File: src/rtl/trace_reader.sv
// trace_reader: arms the trigger, reads a captured frame, streams scaled (x, y) points.
// Latency: first point 3 cycles after the capture_done rising edge; one point per 3 cycles.
// Backpressure: pt_valid/point held until pt_ready; trigger re-armed only after the last point.
//
// Ports:
//   clk, rst            clock, synchronous active-high reset
//   capture_done        trigger capture-complete level (edge-detected here)
//   arm                 trigger may capture (ARMED and not held)
//   hold                freeze display: blocks arming and new readouts
//   rd_addr / rd_data   capture buffer read port, data one cycle after address
//   pt_valid/pt_ready   point handshake to the plotter; pt_x, pt_y, pt_last payload
//   busy                readout in progress
//   frame_count         completed readouts (wrapping)
module trace_reader #(
  parameter int SAMPLES = 256,
  parameter int DATA_W  = 12,
  parameter int X_BASE  = 16,
  parameter int X_STEP  = 3,
  parameter int Y_BASE  = 540,
  parameter int Y_SHIFT = 3,
  localparam int IDX_W  = $clog2(SAMPLES)
) (
  input  logic              clk,
  input  logic              rst,
  input  logic              capture_done,
  output logic              arm,
  input  logic              hold,
  output logic [IDX_W-1:0]  rd_addr,
  input  logic [DATA_W-1:0] rd_data,
  output logic              pt_valid,
  input  logic              pt_ready,
  output logic [10:0]       pt_x,
  output logic [9:0]        pt_y,
  output logic              pt_last,
  output logic              busy,
  output logic [15:0]       frame_count
);

  typedef enum logic [1:0] {
    ARMED = 2'd0,
    ADDR  = 2'd1,
    DATA  = 2'd2,
    EMIT  = 2'd3
  } state_t;

  localparam logic [10:0]      X_BASE_C = 11'(X_BASE);
  localparam logic [10:0]      X_STEP_C = 11'(X_STEP);
  localparam logic [12:0]      Y_BASE_C = 13'(Y_BASE);
  localparam logic [IDX_W-1:0] IDX_LAST = IDX_W'(SAMPLES - 1);

  state_t             state_q, state_d;
  logic [IDX_W-1:0]   idx;
  logic               done_q;
  logic               start;
  logic               hs;
  logic [10:0]        x_next;
  logic [DATA_W-1:0]  samp_shift;
  logic [12:0]        y_diff;
  logic [9:0]         y_next;

  // done_q resets high so a level already present at reset release is not an edge.
  assign start = capture_done & ~done_q & (state_q == ARMED) & ~hold;
  assign hs    = pt_valid & pt_ready;
  assign arm   = (state_q == ARMED) & ~hold;
  assign busy  = (state_q != ARMED);

  // Screen mapping: x wraps modulo 2^11; y is a 13-bit signed difference,
  // negative clamps to the top of the screen, anything past 10 bits saturates.
  assign x_next     = X_BASE_C + 11'(idx) * X_STEP_C;
  assign samp_shift = rd_data >> Y_SHIFT;
  assign y_diff     = Y_BASE_C - 13'(samp_shift);

  always_comb begin
    y_next = y_diff[9:0];
    if (y_diff[12]) begin
      y_next = '0;
    end else if (|y_diff[11:10]) begin
      y_next = '1;
    end
  end

  always_ff @(posedge clk) begin
    if (rst) begin
      state_q <= ARMED;
    end else begin
      state_q <= state_d;
    end
  end

  always_comb begin
    state_d = state_q;
    case (state_q)
      ARMED: if (start) state_d = ADDR;
      ADDR:  state_d = DATA;
      DATA:  state_d = EMIT;
      EMIT: begin
        if (hs) begin
          state_d = pt_last ? ARMED : ADDR;
        end
      end
      default: state_d = ARMED;
    endcase
  end

  always_ff @(posedge clk) begin
    if (rst) begin
      done_q      <= 1'b1;
      idx         <= '0;
      rd_addr     <= '0;
      pt_valid    <= 1'b0;
      pt_x        <= '0;
      pt_y        <= '0;
      pt_last     <= 1'b0;
      frame_count <= '0;
    end else begin
      done_q <= capture_done;
      case (state_q)
        ARMED: begin
          if (start) begin
            idx     <= '0;
            rd_addr <= '0;
          end
        end
        DATA: begin
          // rd_data corresponds to rd_addr presented during ADDR.
          pt_x     <= x_next;
          pt_y     <= y_next;
          pt_last  <= (idx == IDX_LAST);
          pt_valid <= 1'b1;
        end
        EMIT: begin
          if (hs) begin
            pt_valid <= 1'b0;
            if (pt_last) begin
              frame_count <= frame_count + 16'd1;
            end else begin
              idx     <= idx + 1'b1;
              rd_addr <= idx + 1'b1;
            end
          end
        end
        default: ;
      endcase
    end
  end

endmodule

File: config.mk
export PLATFORM = sky130hd
export DESIGN_NAME = trace_reader
export DESIGN_NICKNAME = d
export VERILOG_FILES = /design/src/rtl/trace_reader.sv
export SDC_FILE = /design/constraint.sdc
export NUM_CORES = 1
export LEC_CHECK = 0
export ABC_AREA = 1
export CELL_PAD_IN_SITES_DETAIL_PLACEMENT = 1
export CELL_PAD_IN_SITES_GLOBAL_PLACEMENT = 1
export CORE_ASPECT_RATIO = 1.75
export CORE_MARGIN = 2
export CORE_UTILIZATION = 38
export CTS_CLUSTER_DIAMETER = 120
export DETAILED_ROUTE_END_ITERATION = 8
export HOLD_SLACK_MARGIN = 0.05
export PLACE_DENSITY_LB_ADDON = 0.1
export SLEW_MARGIN = 30
export SYNTH_ARGS = -nofsm -noshare
export SYNTH_HDL_FRONTEND = slang
export SYNTH_SLANG_ARGS = --single-unit
File: constraint.sdc
create_clock -name clk -period 4 [get_ports clk]
set_input_delay 0.8 -clock clk [delete_from_list [all_inputs] [get_ports clk]]
set_output_delay 0.8 -clock clk [all_outputs]
set_load 0.01 [all_outputs]
# Word-level counts from Yosys, hierarchy flattened
# Cells that the tools add are included.
[op_classes]
bitwise_logic = 7
muxes = 12
n_eq_ne = 7
addsub = 4
n_reduce_logical = 9
n_mul = 1
[ops]
columns = ["operator", "count"]
rows = [
  ["$mux 8", 3],
  ["$mux 10", 2],
  ["$add 16x1->16 const B", 1],
  ["$pmux 8 s2", 1],
  ["$add 5x10->11 const A", 1],
  ["$sub 10x9->11 const A", 1],
  ["$mul 8x2->10 const B", 1],
  ["$add 8x1->8 const B", 1],
  ["$eq 8x8->1 const B", 1],
  ["$pmux 2 s4", 1],
  ["$ne 2x2->1 const B", 3],
  ["$reduce_bool 2->1", 3],
  ["$and 1x1->1", 5],
  ["$eq 2x2->1 const B", 2],
  ["$mux 2", 2],
  ["$reduce_and 2->1", 2],
  ["$reduce_and 4->1", 1],
  ["$reduce_and 3->1", 1],
  ["$eq 2x1->1 const B", 1],
  ["$logic_not 2->1", 1],
  ["$mux 1", 2],
  ["$not 1->1", 2],
  ["$pmux 1 s2", 1],
  ["$reduce_or 2->1", 1],
]
[totals]
reg_bits = 50
input_bits = 17
out_inout_bits = 49
wordCells = 48

# Longest topological paths before layout
# Gate-level depths: netlist of run 1.
[logic_depth]
word_depth = 6
depth_mapped = 13
ltp_nobuf = 13

# Least setup slack after synthesis of run 1
# OpenSTA, ideal clock, no wires.
[synth_path]
path_type = "reg2reg"
startpoint = "reg idx[2]"
endpoint = "reg pt_x[6]"
setup_ps = 109
path_stages_with_launch = 12
required_ps = 3891
n_path_buf = 0
period_less_slack_ps = 1998
slack_ps = 2002
arrival_ps = 1890
path_cell_list = "dfxtp_1 -> ha_1 -> ha_1 -> fa_1 -> nand2_1 -> inv_1 -> nand3_1 -> nand2_1 -> xnor2_1 -> nand2_1 -> nand2_1 -> inv_1"
[synth_via]
elab_chain_len = 2
[synth_rtl]
columns = ["item", "line", "text"]
rows = [
  ["start: declaration", "52", "logic [IDX_W-1:0] idx;"],
  ["start signal: assignment", "137", "idx <= idx + 1'b1;"],
  ["$mul 8x2->10", "69", "assign x_next = X_BASE_C + 11'(idx) * X_STEP_C;"],
  ["$add 5x10->11", "69", ""],
  ["end signal: assignment", "126", "pt_x <= x_next;"],
  ["end: declaration", "32", "output logic [10:0] pt_x,"],
]
# Every way passes these cells.
# A chain may end at the register's enable or synchronous reset.

# Worst setup path after layout of run 1
[layout_path]
startpoint = "in hold"
endpoint = "out arm"
[layout_via]
elab_chain_len = 2
[layout_rtl]
columns = ["item", "line", "text"]
rows = [
  ["start: declaration", "27", "input logic hold,"],
  ["$not 1->1", "64", "assign arm = (state_q == ARMED) & ~hold;"],
  ["$and 1x1->1", "64", ""],
  ["end: declaration", "26", "output logic arm,"],
]
# Every way passes these cells.

==> impl_results.md, run 1 <==
- Status: finished, final reports clean
- CP max FO: 2
- Final std cells w/o fill: 560
- PostCTS Resize Cnt: 0
- Post-Syn Nets: between 400 and 500
- Top FF cell, synth: dfxtp_1
- CP startpoint kind: input port
- GP Congestion: just over 0.8
- Layout Skew: 1.58 ps
- Routed met2 length: 4410 um
- Adder-Cell Fraction of Synth Area: 10.6%
- DR vias/cell: roughly 5
- Post-CTS setup buffers: 0
- Initial antenna violation count: 0
- Critical path arrival: 1880 ps
- WP data required: 3200 ps
- Total negative setup slack: 0 ps
- Endpoints failing setup: 0
- GR Overflow Total: 0
- Worst R2R Start: idx[2]
- Critical path cell sequence: clkdlybuf4s50_1 > nor2_1 > clkdlybuf4s50_1
- Die Area: 8360 um^2
- P_leak: 1.68 nW
- Routed length per instance: 13.9 um
- Nets@finish: 512
- M1 wire length: slightly above 3000 um
- # rows: 42
- Antenna-violating nets left: 0
- Max_cap viols: 0
- PortBufs: 61
- Post-synth EDFFs: 0
- Commonest non-fill, non-tap cell in the layout: nand2_1
- Worst setup EP type: output port
- Largest net degree at the start of global routing: 36
- Switching power: approximately 0.56 mW
- Clock-pin transition on the worst setup and hold timing paths: 60 ps
- Area grow syn2layout: 28.3%
- CTS Sinks: 49
- Hold path startpoint: pt_y[2]
- Final Core Density: 49.7%
- DIE HEIGHT: 119 um
- Placement Setup Slack: about 1300 ps
- CP max-delay cell: clkdlybuf4s50_1
- #FFs+latches synth: slightly below 50
- First-pass GRT wire length: 13300 um
- Yosys cell types: 33
- Setup slack after layout: 1320 ps
- Worst-margin pin slew: 776 ps
- Worst vdd ir: ~0.24 mV
- Inst Count DP: 552
- Cell mode on critical path: clkdlybuf4s50_1
- Post-CTS Hold Buffers: 0
- I/O pins: 66
- Cells after Synth: 412
- Power Internal: 1.06 mW
- Reg power frac: 38.8%
- Part of the cycle the worst path needs: 67.0%
- Vias: about 2800
- Number of remaining DRC errors: 0
- Drt first pass iters: 4
- Sw Share: 34.4%
- Clock Path Buffers: 2
- Worst skew pair latency: 290 ps
- Drt first-iter violations: 60
- F_max: approximately 0.37 GHz
- Area share of and/or/nand/nor cells after synthesis: a little under a third
- Die extent in x: 70.0 um
- CTS root buf: clkbuf_16
- Final hold slack: 493 ps
- Clock network power share: roughly a quarter
- Share of cells above drive strength 1: 4.45%
- DP HPWL: ~6000 um
- RSZ-0062 raised after global routing: false
- CP top delay family: buffers and inverters
- Crit path buffers/inverters: 2
- CTS tree: yes
- Mux share of post-synthesis cell area: 0%
- Mean post-synth cell area: 7.02 um^2
- Hold Crit Class: reg2reg
- Fraction of registers with async set/reset: 0%
- Fin. Hold Viols: 0
- Largest family of logic cells by synthesized area: simple AND/OR/NAND/NOR gates
- Max Slew Vio Count: 0
- Gr usage total: 20.0%
- XOR/XNOR share of the synthesized area: around 4%
- Seq/Total Area, Yosys: 33.9%
- Commonest cells after routing, fill and taps aside: nand2_1 (90), inv_1 (64), clkdlybuf4s50_1 (61)
- Worst Setup SP: hold
- Initial core utilization: 38.8%
- DR top layer: met4
- Min Tclk post-route: 2680 ps
- Compound-Gate Fraction of Synth Area: 10.9%
- Vias in the first global route: 2842
- Slew headroom: around half
- Syn Std Cell Area: 2890 um^2
- Gate power share: between 30% and 40%
- Total CTS buffers: 5
- Max stage delay on crit path: roughly 540 ps
- Core area: ~7500 um^2
- Diode count: 0
- Syn. warnings: 0
- Crit Path Class: in2out
- Metal3 WL: 210 um
- Final wirelength: 7790 um
- H-tree Lvls: 2
- Pwr Density: 437 nW/um^2
kinds of logic (layout without fill, tap and decap cells):
| family | count (synthesis) | in the layout |
|---|---|---|
| AND/OR/NAND/NOR | 190 | 190 |
| buffers and inverters | 76 | 136 |
| AO/OA/AOI/OAI | 59 | 59 |
| flip-flops | 49 | 49 |
| adder cells (fa/ha/maj) | 24 | 24 |
| XOR/XNOR | 13 | 13 |
| other | 1 | 1 |
registers in the layout, indices dropped and copies added (netlist names):
signal and count:
done_q 1, pt_valid 1, pt_y 10, pt_last 1, pt_x 10, frame_count 16
idx 8, state_q 2
path summary, 6_finish.rpt:
| check | end | slack, ps | cells past startpoint |
|---|---|---|---|
| worst max register to register | pt_x[6] | 1830 | 11 |
| worst max-delay path | arm | 1320 | 3 |
| worst min register to register | pt_y[2] | 490 | 2 |
| worst min-delay path | pt_y[2] | 490 | 2 |
worst register-to-register path: stages, from the launching register on:
cell and delay [ps]:
dfxtp_1 450, ha_1 280, ha_1 240, fa_1 470, nand2_1 90, inv_1 40, nand3_1 80, nand2_1 100
xnor2_1 160, nand2_1 70, nand2_1 60, inv_1 30
power by group through the flow:
stage	Sequential, mW	Combinational, mW	Clock, mW
final	0.629	0.579	0.415
after global routing	0.640	0.648	0.443
after CTS	0.631	0.594	0.430
after detailed placement	0.642	0.587	0
after global placement	0.637	0.571	0
after floorplan	0.661	0.299	0
final cells by class:
| type | count | area [um^2] |
|---|---|---|
| Tap cell | 88 | 110 |
| Inverter | 65 | 244 |
| Fill cell | 1000 | 3750 |
| Multi-Input combinational cell | 287 | 1620 |
| Clock buffer | 8 | 136 |
| Timing Repair Buffer | 63 | 626 |
| Sequential cell | 49 | 981 |
metal layers:
metal / up-vias / global-route usage, %
met5: - / 0
met4: 0 / 6.25
met3: 8 / 3.21
met2: 45 / 39.3
met1: 1341 / 21.1
li1: 1407 / -
Yosys cell counts, types with 4 or more instances:
cell type / number / share of area, %
a21oi_1: 25 / 4.3
clkbuf_1: 7 / 0.91
dfxtp_1: 49 / 34
ha_1: 23 / 9.9
inv_1: 64 / 8.3
nand2_1: 90 / 12
nand3_1: 20 / 3.5
nand4_1: 5 / 1.1
nor2_1: 57 / 7.4
o211ai_1: 4 / 1.0
o21ai_0: 25 / 4.3
xor2_1: 10 / 3.0
through the flow:
stage | area, um^2 | power (mW)
2_1_floorplan | 2890 | 0.961
4_1_cts | 3710 | 1.65
3_3_place_gp | 3580 | 1.21
6_report | 3710 | 1.62
3_5_place_dp | 3580 | 1.23
5_1_grt | 3710 | 1.73
(Power assumes the default switching activity.)
==> run 2, diff against run 1 <==
--- a/config.mk
+++ b/config.mk
@@ -10,7 +10,7 @@
 export CELL_PAD_IN_SITES_GLOBAL_PLACEMENT = 1
 export CORE_ASPECT_RATIO = 1.75
 export CORE_MARGIN = 2
-export CORE_UTILIZATION = 38
+export CORE_UTILIZATION = 32
 export CTS_CLUSTER_DIAMETER = 120
 export DETAILED_ROUTE_END_ITERATION = 8
 export HOLD_SLACK_MARGIN = 0.05
==> constraint.sdc (replaced) <==
create_clock -name clk -period 2.4 [get_ports clk]
set_input_delay 0.48 -clock clk [delete_from_list [all_inputs] [get_ports clk]]
set_output_delay 0.48 -clock clk [all_outputs]
set_load 0.01 [all_outputs]
==> run 2 against run 1 <==
- setup slack worse by 1000 ps
- combinational power up 72%
- non-clock buffer count up 5
- core utilization down 5.9 points
- sequential share of layout area down 0.79 points
- final cell count up 6.1%
- largest power group unchanged
==> impl_results.md, run 2 (synthesis results as in run 1) <==
- GP Congestion: 0.758 (-8.4%)
- Core area: 8730 um^2 (+17%)
- CTS tree: yes
- P_leak: 1.73 nW (+2.6%)
- Placement Setup Slack: 270 ps (-1040 ps)
- Drt first pass iters: 4 (unchanged)
- Top reg by flops: frame_count
- Layout Skew: 8.10 ps (+6.52 ps)
- DR vias/cell: 4.71 (-5.9%)
- Initial core utilization: 33.2% (-5.6 points)
- Drt first-iter violations: 63 (+5.0%)
- Clock Path Buffers: 2 (unchanged)
- Part of the cycle the worst path needs: between 80% and 90%
- Number of remaining DRC errors: 0 (unchanged)
- PostCTS Resize Cnt: 0 (unchanged)
- Initial antenna violation count: 0 (unchanged)
- Area grow syn2layout: 32.2%
- Commonest cells after routing, fill and taps aside: nand2_1 (90), inv_1 (64), clkdlybuf4s50_1 (61)
- Min Tclk post-route: 2100 ps
- Antenna-violating nets left: 0 (unchanged)
- Cell mode on critical path: inv_1
- Largest registers: frame_count: 16 flops, pt_x: 10 flops, pt_y: 10 flops
- CTS root buf: clkbuf_16
- First-pass GRT wire length: 13600 um (+2.0%)
- CP startpoint kind: flop
- Largest net degree at the start of global routing: 36 (unchanged)
- Fin. Hold Viols: 0 (unchanged)
- Gr usage total: 17.8% (-2.3 points)
- Commonest non-fill, non-tap cell in the layout: nand2_1
- Worst R2R Start: idx[1]
- Worst setup EP type: output port
- Clock-pin transition on the worst setup and hold timing paths: 70 ps (about the same)
- Pwr Density: 752 nW/um^2 (+72%)
- Max stage delay on crit path: 530 ps (about the same)
- WP data required: 1920 ps (-1280 ps)
- Critical path arrival: 1620 ps (-260 ps)
- Vias in the first global route: 2922 (+2.8%)
- Max_cap viols: 0 (unchanged)
- F_max: 0.476 GHz
- DIE HEIGHT: 130 um (+8.7%)
- RSZ-0062 raised after global routing: false
- CP max-delay cell: clkdlybuf4s50_1
- Share of cells above drive strength 1: 6.08% (+1.6 points)
- Max Slew Vio Count: 0 (unchanged)
- Number of flip-flops in the largest register: 16 (unchanged)
- Die Area: 9850 um^2 (+18%)
- Routed length per instance: 13.4 um (-3.7%)
- PortBufs: 61 (unchanged)
- Post-CTS setup buffers: 0 (unchanged)
- DP HPWL: 6120 um (+1.7%)
- Diode count: 0 (unchanged)
- Worst skew pair latency: 290 ps (about the same)
- Crit Path Class: reg2out
- Total CTS buffers: 5 (unchanged)
- Die extent in x: 75.9 um (+8.5%)
- CTS Sinks: 49 (unchanged)
- # rows: 45 (+7.1%)
- CP max FO: 4 (+2)
- I/O pins: 66 (unchanged)
- Worst vdd ir: 0.309 mV (+30%)
- Endpoints failing setup: 0 (unchanged)
- Final hold slack: 484 ps (-9.36 ps)
- GR Overflow Total: 0 (unchanged)
- Total negative setup slack: 0 ps (unchanged)
- Hold Crit Class: reg2reg
- Final total power: 2.88 mW (+77%)
- Status: finished, final reports clean
- Critical path cell sequence: inv_1 > ha_1 > inv_1 > nor2_1 > clkdlybuf4s50_1
- Vias: 2796 (-0.18%)
- Final wirelength: 7960 um (+2.2%)
- Worst Setup SP: state_q[1]
- H-tree Lvls: 2 (unchanged)
- Hold path startpoint: pt_y[4]
- Setup slack after layout: 299 ps (-1020 ps)
- Nets@finish: 517 (+0.98%)
- Post-CTS Hold Buffers: 0 (unchanged)
==> run 2: cell count changes in the layout (fill, tap and decap cells not counted), sizes merged <==
cell,delta
bufinv,+1
buf,+5
clkbuf,-2
clkinvlp,+1
==> run 2: power by group <==
part,total [mW],internal [mW],switching [mW]
Clock,0.840,0.521,0.320
Sequential,1.04,0.953,0.0878
Combinational,0.996,0.454,0.542
Total,2.88,1.93,0.949
==> run 2: worst max-delay path: cells and delay by family, from the launching register on <==
family	cells	cell delay, ps
adders and majority gates	1	210
buffers and inverters	3	710
DFF	1	330
and+or+nand+nor	1	80
==> run 2: worst paths after layout <==
| check | endpoint | slack (ps) | cells after the start |
|---|---|---|---|
| max | arm | 300 | 5 |
| min | pt_y[4] | 480 | 2 |
| max reg2reg | pt_x[6] | 350 | 11 |
| min reg2reg | pt_y[4] | 480 | 2 |
==> run 2: final cells by class <==
class / count / area (um^2)
inverters: 65 / 244
flip-flops and latches: 49 / 981
well taps: 117 / 146
clock buffers: 6 / 139
multi-input cells: 287 / 1620
repair buffers: 68 / 663
clock inverters: 2 / 37.5
fillers: 1114 / 4900
==> run 2: metrics by stage <==
stage               instance area [um^2]  util [%]  std cells
floorplan                           2890         -        412
global placement                    3650      41.8        586
detailed placement                  3650      41.8        586
CTS                                 3830      43.8        594
global route                        3830      43.8        594
finish                              3830      43.8        594
==> run 2: layer usage <==
metal	vias up	track usage (%)	routed length [um]
li1	1416	-	-
met1	1332	19.8	3160
met2	41	33.8	4490
met3	7	2.55	221
met4	0	4.33	93
met5	-	0	0
